### src/rtl/dac714_serializer_if.sv
// Parallel-request / serial-DAC bus between a word source and the DAC714 serializer.
interface dac714_serializer_if #(
   parameter int unsigned DAC_WIDTH = 16
);
   logic                        dac_strobe;
   logic signed [DAC_WIDTH-1:0] dac_out;
   logic                        sdi;
   logic                        sclk;
   logic                        nA0;
   logic                        nA1;
   logic                        busy;
   logic [7:0]                  overrun_cnt;

   modport master (
      output dac_strobe, dac_out,
      input  sdi, sclk, nA0, nA1, busy, overrun_cnt
   );

   modport slave (
      input  dac_strobe, dac_out,
      output sdi, sclk, nA0, nA1, busy, overrun_cnt
   );
endinterface

### src/rtl/dac714_serializer.sv
// Serializes a two's-complement word MSB first to a DAC714, then pulses nA0/nA1 to latch it.
// CLK_DIV and LATCH_CYCLES are legal in 1..255.
module dac714_serializer #(
   parameter int unsigned DAC_WIDTH    = 16,
   parameter int unsigned CLK_DIV      = 4,
   parameter int unsigned LATCH_CYCLES = 2
) (
   input logic                clk,
   input logic                nReset,
   dac714_serializer_if.slave bus
);
   localparam int unsigned BIT_W = (DAC_WIDTH > 1) ? $clog2(DAC_WIDTH) : 1;
   localparam int unsigned CNT_W = 8;
   localparam logic [BIT_W-1:0] BIT_RELOAD   = BIT_W'(DAC_WIDTH - 1);
   localparam logic [CNT_W-1:0] DIV_RELOAD   = CNT_W'(CLK_DIV - 1);
   localparam logic [CNT_W-1:0] LATCH_RELOAD = CNT_W'(LATCH_CYCLES - 1);

   typedef enum logic [1:0] {IDLE, SHIFT, LATCH, GAP} state_t;

   state_t               state;
   logic                 strb_d;
   logic                 req_c;
   logic [DAC_WIDTH-1:0] shreg;
   logic [BIT_W-1:0]     bit_cnt;
   logic [CNT_W-1:0]     div_cnt;
   logic [CNT_W-1:0]     latch_cnt;
   logic                 sclk_q;
   logic                 na_q;
   logic                 busy_q;
   logic [7:0]           ovr_q;

   // strb_d resets high so a strobe already asserted at reset release is not a request
   assign req_c = bus.dac_strobe & ~strb_d;

   always_ff @(posedge clk or negedge nReset) begin
      if (!nReset) strb_d <= 1'b1;
      else         strb_d <= bus.dac_strobe;
   end

   // Transfer sequencer: shift out the word, pulse the latch, one gap cycle
   always_ff @(posedge clk or negedge nReset) begin
      if (!nReset) begin
         state     <= IDLE;
         shreg     <= '0;
         bit_cnt   <= '0;
         div_cnt   <= '0;
         latch_cnt <= '0;
         sclk_q    <= 1'b0;
         na_q      <= 1'b1;
         busy_q    <= 1'b0;
      end else begin
         case (state)
            IDLE: begin
               if (req_c) begin
                  shreg   <= bus.dac_out;
                  bit_cnt <= BIT_RELOAD;
                  div_cnt <= DIV_RELOAD;
                  sclk_q  <= 1'b0;
                  busy_q  <= 1'b1;
                  state   <= SHIFT;
               end
            end
            SHIFT: begin
               if (div_cnt == '0) begin
                  div_cnt <= DIV_RELOAD;
                  if (!sclk_q) begin
                     sclk_q <= 1'b1;
                  end else if (bit_cnt == '0) begin
                     // last falling edge: no shift, go latch
                     sclk_q    <= 1'b0;
                     na_q      <= 1'b0;
                     latch_cnt <= LATCH_RELOAD;
                     state     <= LATCH;
                  end else begin
                     sclk_q  <= 1'b0;
                     shreg   <= shreg << 1;
                     bit_cnt <= bit_cnt - BIT_W'(1);
                  end
               end else begin
                  div_cnt <= div_cnt - CNT_W'(1);
               end
            end
            LATCH: begin
               if (latch_cnt == '0) begin
                  na_q  <= 1'b1;
                  state <= GAP;
               end else begin
                  latch_cnt <= latch_cnt - CNT_W'(1);
               end
            end
            GAP: begin
               busy_q <= 1'b0;
               state  <= IDLE;
            end
            default: state <= IDLE;
         endcase
      end
   end

   // Requests arriving outside IDLE (GAP included) are dropped and counted
   always_ff @(posedge clk or negedge nReset) begin
      if (!nReset)                                         ovr_q <= '0;
      else if (req_c && (state != IDLE) && (ovr_q != 8'hFF)) ovr_q <= ovr_q + 8'd1;
   end

   assign bus.sdi         = shreg[DAC_WIDTH-1];
   assign bus.sclk        = sclk_q;
   assign bus.nA0         = na_q;
   assign bus.nA1         = na_q;
   assign bus.busy        = busy_q;
   assign bus.overrun_cnt = ovr_q;
endmodule

### src/flat_wrapper.sv
// flat-port wrapper written by rule: the top's interface ports become plain ports
module dac714_serializer_flat 
#(
   parameter int unsigned DAC_WIDTH    = 16,
   parameter int unsigned CLK_DIV      = 4,
   parameter int unsigned LATCH_CYCLES = 2
)
  (clk, nReset, bus_dac_strobe, bus_dac_out, bus_sdi, bus_sclk, bus_nA0, bus_nA1, bus_busy, bus_overrun_cnt);
  dac714_serializer_if #(.DAC_WIDTH(DAC_WIDTH)) bus_i ();
  input logic clk;
  input logic nReset;
  input wire logic [$bits(bus_i.dac_strobe)-1:0] bus_dac_strobe;
  input wire logic [$bits(bus_i.dac_out)-1:0] bus_dac_out;
  output wire logic [$bits(bus_i.sdi)-1:0] bus_sdi;
  output wire logic [$bits(bus_i.sclk)-1:0] bus_sclk;
  output wire logic [$bits(bus_i.nA0)-1:0] bus_nA0;
  output wire logic [$bits(bus_i.nA1)-1:0] bus_nA1;
  output wire logic [$bits(bus_i.busy)-1:0] bus_busy;
  output wire logic [$bits(bus_i.overrun_cnt)-1:0] bus_overrun_cnt;
  assign bus_i.dac_strobe = bus_dac_strobe;
  assign bus_i.dac_out = bus_dac_out;
  assign bus_sdi = bus_i.sdi;
  assign bus_sclk = bus_i.sclk;
  assign bus_nA0 = bus_i.nA0;
  assign bus_nA1 = bus_i.nA1;
  assign bus_busy = bus_i.busy;
  assign bus_overrun_cnt = bus_i.overrun_cnt;
  dac714_serializer #(.DAC_WIDTH(DAC_WIDTH), .CLK_DIV(CLK_DIV), .LATCH_CYCLES(LATCH_CYCLES)) u_core (.clk(clk), .nReset(nReset), .bus(bus_i));
endmodule
### config.mk
export PLATFORM = sky130hd
export DESIGN_NAME = dac714_serializer_flat
export DESIGN_NICKNAME = d
export VERILOG_FILES = /design/src/rtl/dac714_serializer_if.sv /design/src/rtl/dac714_serializer.sv /design/src/flat_wrapper.sv
export SDC_FILE = /design/constraint.sdc
export NUM_CORES = 1
export LEC_CHECK = 0
export ABC_AREA = 1
export CORE_MARGIN = 4
export CORE_UTILIZATION = 40
export DETAILED_ROUTE_END_ITERATION = 12
export MAX_ROUTING_LAYER = met4
export PLACE_DENSITY_LB_ADDON = 0.08
export SLEW_MARGIN = 20
export SYNTH_ARGS = -nofsm -noshare
export SYNTH_HDL_FRONTEND = slang
export SYNTH_SLANG_ARGS = --single-unit
export TNS_END_PERCENT = 10
### constraint.sdc
create_clock -name clk -period 1.6 [get_ports clk]
set_input_delay 0.16 -clock clk [delete_from_list [all_inputs] [get_ports clk]]
set_output_delay 0.16 -clock clk [all_outputs]
set_load 0.02 [all_outputs]
==> flow_summary.yaml <==
run_status:
  status: "finished, final reports clean"
critical_path:
  cp-start-kind: "flop"
  reg2reg_slack_ns: 0.03
  cp_max_fo: 14
  slowest_delay_ns: 0.41
  crit_family: "flip-flops"
  reg2reg_from: "u_core.state[1]"
  setup.worst_path.end_class: "flop"
  reg2regPathDepth: 8
  critPathArrivalTime_ns: 1.80
  cp_common_cell: "inv_2"
  critPathSlowestCell: "dfrtp_1"
  crit_required_ns: 1.83
  critPathBufInv: 3
  reg2reg_to: "u_core.div_cnt[2]"
  crit_chain: "inv_2 -> ha_4 -> inv_2 -> o21ai_2 -> buf_12 -> nand2_4 -> or2_1 -> a21oi_2"
  worstSetupPathType: "reg2reg"
synth:
  synth_xor_area_share_pct: 2.37
  ys_types: 36
  syn_area_um2: 2960
  synth-seq-area-share_pct: 42.4
  ys_warn_count: 0
  synth_fa_ha_area_share_pct: 4.66
  synth_compound_area_share_pct: 3.64
  synth_mux_area_share_pct: 0
  yosys.area_share.simple_pct: 39.6
  netlist_instances: 392
  ys_ff_latch: 50
  syn_avg_cell_area_um2: 7.54
  synth_top_family_by_area: "simple AND/OR/NAND/NOR gates"
  synth_fp_nets: 422
sta:
  hold_violations: 0
  setup_viol: 0
  fin_worst_skew_ns: 0.00539
  timing.final.crit_period_ns: 1.57
  rsz0062_at_grt: "yes"
  worst_pin_slew_ns: 0.314
  slew_headroom_pct: 79.0
  fmax_mhz: 637
  period_share_pct: 98.2
  slew_violations: 0
cts:
  clock_tree.buffer_depth: 2
  htree_levels: 2
  ctsRootBufferMaster: "clkbuf_8"
  worstSkewPairLatency_ns: 0.30
  clock_sinks: 50
  clk_pin_slew_ns: 0.09
  cts_buffers: 5
  cts_tree: "yes"
cells_and_area:
  fillCellCount: 691
  final_core_util_pct: 54.5
  antenna_cells: 0
  final_nets: 491
  final_cell_mix: "163 x nand2_1, 48 x dfrtp_1, 33 x buf_4, 28 x nor2_1"
  finalInstanceArea_um2: 3930
  regArea_um2: 1250
  multi_input_area_um2: 1630
  drive_gt1_share_pct: 20.8
  mostFrequentLayoutCell: "nand2_1"
  area_growth_pct: 33.1
drt:
  wl_per_cell_um: 12.4
  vias_per_cell: 4.83
  firstDrtPassIters: 4
  ant_nets: 0
  dr_total_vias: 2707
  post-route-drc-count: 0
  routed_wl_um: 6950
  drt-initial-drc-count: 172
run:
  maxCapViolations: 0
place:
  place_hpwl_um: 4670
  port_buffers: 31
  dpl-instance-area_um2: 3550
  gp_congestion: 0.806
floorplan:
  fp.dieH_um: 94.0
  die-area_um2: 8830
  start_util_pct: 41.0
  rows: 31
  pin_count: 32
  core_um2: 7210
  die_w_um: 94.0
min_path:
  hp-class: "in2async"
power:
  leakage_nw: 2.02
  power_density_nw_per_um2: 1980
  peakVddDrop_mv: 0.924
global_route:
  grt_max_degree: 51
  antenna_found_initial: 0
  overflow: 0
  grt_usage_pct: 16.7
  grt_first_pass_wirelength_um: 11600
  grt_pass1_vias: 2499
==> through the flow <==
stage	hold slack, ns	TNS [ns]	power, mW	cells	setup WS [ns]
3_5_place_dp	0.178	-3.02	6.32	541	-0.138
3_3_place_gp	0.178	-2.13	6.26	541	-0.0879
4_1_cts	0.332	-0.114	7.25	553	-0.0396
2_1_floorplan	-0.136	0	4.93	392	0.0430
6_report	0.361	0	7.81	561	0.0293
5_1_grt	0.364	-1.11	8.52	561	-0.0787
==> cell families after synthesis <==
logic type / count (synthesis)
AND/OR/NAND/NOR: 263
flip-flops: 50
buffers and inverters: 44
AO/OA/AOI/OAI: 16
adder cells (fa/ha/maj): 11
XOR/XNOR: 8
==> where the power goes <==
part,switching (mW),internal [mW],total [mW]
clock,0.427,0.350,0.777
sequential,0.411,1.78,2.19
combinational,2.72,2.12,4.84
==> state kept, by name (all words and copies together), names as in the netlist <==
name and count:
u_core.shreg 16, u_core.bit_cnt 4, u_core.div_cnt 8, u_core.state 2, u_core.latch_cnt 8, u_core.strb_d 1, u_core.bus.overrun_cnt 8, u_core.bus.sclk 1
u_core.bus.nA0 1, u_core.bus.busy 1
==> cell usage after synthesis (all sizes together) <==
master,count,area [um^2]
nand2,173,669
dfrtp,48,1200
nor2,36,153
inv,30,113
nand4,28,181
nand3,16,108
buf,14,105
ha,11,138
o21ai,9,60.1
xor2,6,52.6
nor3,5,25.0
a21oi,3,18.8
a22oi,2,15.0
dfstp,2,52.6
or2,2,12.5
xnor2,2,17.5
a31oi,1,6.26
and2,1,6.26
nand3b,1,7.51
nor3b,1,7.51
o21bai,1,7.51
==> cell type report <==
| class | instances | area share (%) |
|---|---|---|
| Clock buffer | 7 | 2.19 |
| Clock inverter | 1 | 0.127 |
| Inverter | 30 | 2.93 |
| Multi-Input combinational cell | 299 | 41.5 |
| Sequential cell | 50 | 31.9 |
| Tap cell | 99 | 3.15 |
| Timing Repair Buffer | 75 | 18.2 |
==> worst max path at each step <==
stage                                         start                   endpoint  slack (ns)  depth (start not counted)
after floorplan           u_core.bus.overrun_cnt[1]  u_core.bus.overrun_cnt[3]        0.04                          8
after global placement              u_core.state[1]        u_core.latch_cnt[6]       -0.09                         10
after detailed placement            u_core.state[1]          u_core.div_cnt[5]       -0.14                          7
after CTS                           u_core.state[1]        u_core.latch_cnt[6]       -0.04                          9
after global routing                u_core.state[1]          u_core.div_cnt[2]       -0.08                          8
final                               u_core.state[1]          u_core.div_cnt[2]        0.03                          8
==> worst min-delay path, stage by stage <==
cell and delay (ns):
dlygate4sd3_1 0.51, buf_2 0.12, buf_12 0.25
==> timing repair <==
action,in CTS,in global routing
setup endpoints to repair,39,47
gates cloned,1,1
pin swaps,2,11
hold endpoints to repair,48,0
hold buffers,1,0
resized for setup,9,40
buffers inserted,2,7
==> layer usage <==
| layer | GRT usage [%] | part of all wire, % | routed length [um] |
|---|---|---|---|
| met2 | 26.1 | 47 | 3240 |
| met1 | 23.2 | 50 | 3480 |
| met3 | 2.64 | 2.7 | 187 |
| met4 | 3.61 | 0.72 | 50 |
| met5 | - | 0 | 0 |
Note: power is estimated with default switching activity, not from simulation.
